--- src/rtl/pll_reset_sequencer.sv ---
// rtl/pll_reset_sequencer.sv - iCE40 PLL reset/lock sequencer and core reset generator
//
// Runs on the always-present board reference clock. Pulses the PLL RESETB,
// waits for a synchronized LOCK, qualifies it as stable, then releases the
// core reset. Loss of lock, a lock timeout or a restart request re-runs the
// whole sequence.
//
// Ports:
//   clock         in   reference clock, rising edge
//   reset_n       in   asynchronous active-low reset
//   locked        in   PLL LOCK pin (asynchronous, synchronized internally)
//   restart       in   single-cycle request to re-run the sequence
//   clear_status  in   clears lock_lost and retry_count
//   pll_resetb    out  PLL RESETB, low = PLL held in reset
//   core_reset_n  out  registered active-low core reset
//   ready         out  high only while in RUN
//   lock_lost     out  sticky: lock dropped while in RUN
//   retry_count   out  saturating count of lock timeouts
module pll_reset_sequencer #(
  parameter int RESET_CYCLES  = 16,
  parameter int LOCK_TIMEOUT  = 65536,
  parameter int STABLE_CYCLES = 1024,
  parameter int CNT_WIDTH     = 17
) (
  input  logic       clock,
  input  logic       reset_n,
  input  logic       locked,
  input  logic       restart,
  input  logic       clear_status,
  output logic       pll_resetb,
  output logic       core_reset_n,
  output logic       ready,
  output logic       lock_lost,
  output logic [3:0] retry_count
);

  typedef enum logic [1:0] {
    PLL_RST   = 2'd0,
    WAIT_LOCK = 2'd1,
    STABLE    = 2'd2,
    RUN       = 2'd3
  } state_t;

  localparam logic [CNT_WIDTH-1:0] RESET_LAST   = CNT_WIDTH'(RESET_CYCLES - 1);
  localparam logic [CNT_WIDTH-1:0] TIMEOUT_LAST = CNT_WIDTH'(LOCK_TIMEOUT - 1);
  localparam logic [CNT_WIDTH-1:0] STABLE_LAST  = CNT_WIDTH'(STABLE_CYCLES - 1);

  state_t               state;
  state_t               state_n;
  logic [CNT_WIDTH-1:0] cnt;
  logic [CNT_WIDTH-1:0] cnt_n;
  logic                 locked_m;
  logic                 locked_s;
  logic                 set_lock_lost;
  logic                 timeout_evt;

  // Two-flop synchronizer for the asynchronous LOCK pin.
  always_ff @(posedge clock or negedge reset_n) begin
    if (!reset_n) begin
      locked_m <= 1'b0;
      locked_s <= 1'b0;
    end else begin
      locked_m <= locked;
      locked_s <= locked_m;
    end
  end

  always_comb begin
    state_n       = state;
    cnt_n         = cnt + 1'b1;
    set_lock_lost = 1'b0;
    timeout_evt   = 1'b0;
    case (state)
      PLL_RST: begin
        if (cnt == RESET_LAST) state_n = WAIT_LOCK;
      end
      WAIT_LOCK: begin
        if (locked_s) begin
          state_n = STABLE;
        end else if (cnt == TIMEOUT_LAST) begin
          state_n     = PLL_RST;
          timeout_evt = 1'b1;
        end
      end
      STABLE: begin
        if (!locked_s) state_n = WAIT_LOCK;
        else if (cnt == STABLE_LAST) state_n = RUN;
      end
      RUN: begin
        cnt_n = '0;
        if (!locked_s) begin
          state_n       = PLL_RST;
          set_lock_lost = 1'b1;
        end
      end
      default: state_n = PLL_RST;
    endcase
    // restart overrides everything, and is not a lock loss or a timeout.
    if (restart) begin
      state_n       = PLL_RST;
      set_lock_lost = 1'b0;
      timeout_evt   = 1'b0;
    end
    // Counter starts from zero on every state entry, including a restart
    // issued while already in PLL_RST.
    if (restart || (state_n != state)) cnt_n = '0;
  end

  // Outputs are registered from next state so they change on the same edge
  // as the state register.
  always_ff @(posedge clock or negedge reset_n) begin
    if (!reset_n) begin
      state        <= PLL_RST;
      cnt          <= '0;
      pll_resetb   <= 1'b0;
      core_reset_n <= 1'b0;
      ready        <= 1'b0;
      lock_lost    <= 1'b0;
      retry_count  <= 4'd0;
    end else begin
      state        <= state_n;
      cnt          <= cnt_n;
      pll_resetb   <= (state_n != PLL_RST);
      core_reset_n <= (state_n == RUN);
      ready        <= (state_n == RUN);
      if (set_lock_lost) lock_lost <= 1'b1;
      else if (clear_status) lock_lost <= 1'b0;
      if (timeout_evt) begin
        if (retry_count != 4'd15) retry_count <= retry_count + 4'd1;
      end else if (clear_status) begin
        retry_count <= 4'd0;
      end
    end
  end

endmodule

--- config.mk ---
export PLATFORM = sky130hd
export DESIGN_NAME = pll_reset_sequencer
export DESIGN_NICKNAME = d
export VERILOG_FILES = /design/src/rtl/pll_reset_sequencer.sv
export SDC_FILE = /design/constraint.sdc
export NUM_CORES = 1
export LEC_CHECK = 0
export ABC_AREA = 1
export BUFFER_PORTS_ARGS = -buffer_cell sky130_fd_sc_hd__buf_4
export CAP_MARGIN = 25
export CORE_ASPECT_RATIO = 0.7
export CORE_MARGIN = 2
export CORE_UTILIZATION = 30
export DETAILED_ROUTE_END_ITERATION = 7
export HOLD_SLACK_MARGIN = 0.03
export PLACE_DENSITY = 0.58
export SLEW_MARGIN = 20
export SYNTH_ARGS = -nofsm -noshare
export SYNTH_HDL_FRONTEND = slang
export SYNTH_SLANG_ARGS = --single-unit
--- constraint.sdc ---
create_clock -name clock -period 2.5 [get_ports clock]
set_input_delay 0.375 -clock clock [delete_from_list [all_inputs] [get_ports clock]]
set_output_delay 0.375 -clock clock [all_outputs]
set_load 0.005 [all_outputs]
# Word-level counts from Yosys, hierarchy flattened
# Cells that the tools add are included.
totals:
  wordCells: 48
  in_bits: 5
  out_inout_bits: 8
  regBits: 28
classes:
  eq_ne: 10
  n_mux: 22
  addsub: 2
  reduce_logical: 6
op_table:
  columns: ["op", "n"]
  rows:
  - ["$mux W17", 2]
  - ["$add A17 B1 Y17 const B", 1]
  - ["$eq A17 B10 Y1 const B", 1]
  - ["$eq A17 B16 Y1 const B", 1]
  - ["$eq A17 B4 Y1 const B", 1]
  - ["$mux W2", 7]
  - ["$mux W4", 3]
  - ["$mux W1", 9]
  - ["$pmux W2 S4", 1]
  - ["$eq A2 B2 Y1 const B", 3]
  - ["$reduce_bool A2 Y1", 3]
  - ["$add A4 B1 Y4 const B", 1]
  - ["$ne A4 B4 Y1 const B", 1]
  - ["$eq A2 B1 Y1 const B", 1]
  - ["$logic_not A2 Y1", 1]
  - ["$ne A2 B1 Y1 const B", 1]
  - ["$ne A2 B2 Y1", 1]
  - ["$reduce_and A2 Y1", 1]
  - ["$logic_or A1 B1 Y1", 1]

# Longest topological paths before layout
logic_depth:
  depth_word: 8
  ltp_mapped: 14
  ltp_nobuf: 13

# Least setup slack after synthesis
# No wires, ideal clock.
synth_path:
  kind: "reg-to-reg"
  from: "register cnt[0]"
  to: "register retry_count[3]"
  stages_incl_launch_ff: 14
  slack_ns: 0.262
  n_path_buf: 0
  setup_time_ns: 0.118
  t_arrival_ns: 2.121
  period_less_slack_ns: 2.238
  required_ns: 2.382
  path_cell_list: "dfrtp_1 > ha_1 > nand3_1 > nor3_4 > nand4_1 > nor3_1 > ha_1 > nand2_1 > nor3_2 > nand4_1 > o21ai_0 > inv_2 > nand3b_1 > nand2_1"
synth_via:
  elab_chain_cells: 7
  elab_cells_between_ends: 9
  cone_classes: "eq/ne: 2; mux: 5; reduce/logical: 2"
synth_rtl:
  columns: ["item", "line", "text"]
  rows:
  - ["start: declaration", "50", "logic [CNT_WIDTH-1:0] cnt;"]
  - ["start signal: assignment", "122", "cnt <= cnt_n;"]
  - ["$eq A17 B16 Y1 *", "80", "end else if (cnt == TIMEOUT_LAST) begin"]
  - ["$mux W1 *", "80", null]
  - ["$mux W1 *", "78", "if (locked_s) begin"]
  - ["$mux W1 *", "73", "case (state)"]
  - ["$mux W1 *", "99", "if (restart) begin"]
  - ["$ne A2 B1 Y1 (no line) or $reduce_bool A2 Y1 (tied branches)", null, null]
  - ["$reduce_and A2 Y1 (no line)", null, null]
  - ["end signal: assignment", "129", "if (retry_count != 4'd15) retry_count <= retry_count + 4'd1;"]
  - ["end: declaration", "34", "output logic [3:0] retry_count"]
# Mark *: on every way between the ends. The rest lies on a longest branch, timed or not.
# A chain may end at the register's enable or synchronous reset.

# Final worst setup path
layout_path:
  from: "register cnt[0]"
  to: "register cnt[3]"
layout_via:
  elab_chain_cells: 8
  elab_cells_between_ends: 15
  cone_classes: "add/sub: 1; eq/ne: 4; mux: 9; reduce/logical: 1"
layout_rtl:
  columns: ["item", "line", "text"]
  rows:
  - ["$eq A17 B10 Y1 or $eq A17 B16 Y1 (tied branches)", "87, 80", null]
  - ["$mux W2, on equally long branches", "87, 80", null]
  - ["$mux W2, on equally long branches", "86, 78", null]
  - ["$pmux W2 S4", "73", null]
  - ["$mux W2", "99", null]
  - ["$ne A2 B2 Y1", "106", "if (restart || (state_n != state)) cnt_n = '0;"]
  - ["$logic_or A1 B1 Y1", "106", null]
  - ["$mux W17 *", "106", null]
  - ["net cnt_n[3]", "51", "logic [CNT_WIDTH-1:0] cnt_n;"]
# Mark *: on every way through the listed nets, which the timed path passes. The rest lies on a longest branch.

==> flow_summary.yaml <==
run_status:
  status: "complete, no violations"
sta:
  worst_hold_slack_ns: 0.208
  setup-tns-final_ns: 0
  rsz0062_at_grt: "false"
  worstMarginPinSlew_ns: 0.389
  fin_skew_ns: 0.00607
  hold_viol: 0
  min_period_ns: 2.32
  slew_headroom: 0.739
  period_share: 0.930
  max_freq_mhz: 430
  setup_viol: 0
  drv_slew: 0
route:
  vias_per_cell: 4.46
  drc: 0
  wire_per_inst_um: 11.3
  top_layer_used: "met4"
  drt_iter0_drc: 64
  vias: 1227
  wl_met3_um: 162
  first_pass_iters: 4
  wl_um: 3090
  wl_met2_um: 1210
  wl_met1_um: 1700
  antenna_left: 0
clocking:
  cts_tree: "done"
  clk_pin_slew_worst_paths_ns: 0.09
  cts_buffer_depth: 2
  cts_sinks: 28
  cts_buffers: 3
  cts-root-buf: "clkbuf_8"
  htreeDepth: 1
  clk_latency_ns: 0.27
global_route:
  grt_usage: 0.118
  grt_pass1_vias: 1077
  antenna_found_initial: 0
  grt_pass1_wl_um: 5180
  grt_max_degree: 29
  gr-total-overflow: 0
pwr:
  power_mw: 0.788
  p_leak_nw: 0.840
  peakVddDrop_mv: 0.174
  p_per_area_mw_per_mm2: 434
synthesis:
  synth-seq-area-share: 0.464
  yosysTopAreaCellShare: 0.464
  synth_commonest_cells: "nand2_1, dfrtp_1, nor2_1, inv_1, nand3_1"
  yosysMostFrequentCell: "nand2_1"
  synth-edff-count: 0
  synth-main-ff-cell: "dfrtp_1"
  syn_nets: 191
  synth.avg_cell_area_um2: 8.25
  synth_area_mm2: 0.00151
  ys_types: 32
  synth-seq-cells: 28
  yosysWarningCount: 0
  syn-instance-count: 183
  yosys.area.top_type: "dfrtp_1"
  async_flop_share: 1.00
  yosys-top-cells-area: "dfrtp_1, nand2_1, nor2_1"
floorplan:
  chipHeight_um: 63.3
  core_mm2: 0.00481
  initial_utilization: 0.314
  die_w_um: 88.8
  rows: 21
  die-area_mm2: 0.00562
  pin_count: 13
setup_path:
  slowest_stage: "dfrtp_1"
  critPathRequiredTime_ns: 2.67
  path_common_cell: "nand2_2"
  path_cells: "ha_1, nand3_1, nor3_4, nand4_1, nor3_1, ha_1, nor2_1, o21ai_1, nand2_2, nand2_2, nand2_2, nand3_4, buf_12, nor2_1"
  crit_type: "reg2reg"
  critPathMaxStageDelay_ns: 0.37
  end_kind: "flip-flop"
  critPathArrivalTime_ns: 2.49
  startpoint_type: "flip-flop"
  cp_max_fo: 9
placed_design:
  gp_congestion: 0.889
  dp_cells: 264
  portBuffers: 12
  dp_hpwl_um: 2230
cells_and_area:
  drive_above_1_share: 0.228
  area_delta_synth_final_pct: 20.5
  diodes: 0
  fin_cells: 275
  fin_nets: 215
worst_hold_path:
  holdCritPathClass: "in2reg"
job:
  maxCapViolations: 0
## metal layers
layer	global-route usage	vias up
met5	0	-
met4	0.0170	0
met2	0.150	23
met1	0.189	557
met3	0.0406	2
li1	-	645
## per-stage QoR
stage	worst slack, ns	utilization	instance area [µm²]
after floorplan	0.262	-	1510
after global placement	0.189	0.351	1690
after detailed placement	0.0874	0.351	1690
after CTS	0.0691	0.364	1750
after global routing	0.0117	0.378	1820
final	0.176	0.378	1820
## cell families (layout without fill, tap and decap cells)
group | count (synthesis) | after routing | share of synthesized area
compound gates | 25 | 25 | 0.0978
flops | 28 | 28 | 0.464
buf+inv | 22 | 45 | 0.0622
fa+ha+maj | 3 | 3 | 0.0249
simple gates | 102 | 102 | 0.333
xor+xnor | 3 | 3 | 0.0174
## critical path: cells and delay by family, from the launching register on
| family | cells | cell delay [ns] |
|---|---|---|
| AOI/OAI and AO/OA | 1 | 0.16 |
| buffers and inverters | 1 | 0.15 |
| and+or+nand+nor | 10 | 1.18 |
| adders and majority gates | 2 | 0.37 |
| DFF | 1 | 0.37 |
## sequential cells by signal, summed over array words and instances (netlist names)
signal / count
cnt: 17
lock_lost: 1
locked_m: 1
locked_s: 1
pll_resetb: 1
ready: 1
retry_count: 4
state: 2
## repair_timing
action	CTS	global route
hold buffers	1	0
buffers inserted	0	6
gates resized for setup	0	4
hold endpoints to repair	28	0
setup endpoints to repair	0	21
## where the power goes
| part | internal [mW] | leakage (nW) | switching [mW] |
|---|---|---|---|
| Clock | 0.141 | 0.0288 | 0.137 |
| Combinational | 0.0204 | 0.427 | 0.0269 |
| Sequential | 0.458 | 0.384 | 0.00430 |
| Total | 0.620 | 0.840 | 0.168 |
## area by class of cell
type                            instances  area [µm²]
Fill cell                             505        2990
Clock buffer                            4        55.1
Inverter                               19        71.3
Tap cell                               69        86.3
Sequential cell                        28         701
Multi-Input combinational cell        133         724
Timing Repair Buffer                   22         180
## layout by cell type (no fill, tap or decap), types with 4 or more instances in the layout
master | netlist | routed
nand2_1 | 30 | 30
dfrtp_1 | 28 | 28
nor2_1 | 27 | 27
buf_4 | 1 | 20
inv_1 | 18 | 18
nand3_1 | 17 | 17
nor2_2 | 9 | 9
o21ai_0 | 10 | 8
a21oi_1 | 7 | 7
nand2_2 | 4 | 4
clkbuf_8 | 0 | 4
## path summary, 6_finish.rpt
path                                     from                  to  slack, ns  cells after the start
max                          cnt[0]$_DFF_PN0_    cnt[3]$_DFF_PN0_       0.18                     14
min                                    locked  locked_m$_DFF_PN0_       0.21                      1
max reg2reg                  cnt[0]$_DFF_PN0_    cnt[3]$_DFF_PN0_       0.18                     14
min reg2reg                locked_m$_DFF_PN0_  locked_s$_DFF_PN0_       0.36                      0
max in group asynchronous             reset_n    cnt[1]$_DFF_PN0_       1.70                      2
min in group asynchronous             reset_n    cnt[4]$_DFF_PN0_       0.54                      2
No activity file was read; power rests on OpenSTA's default activity.
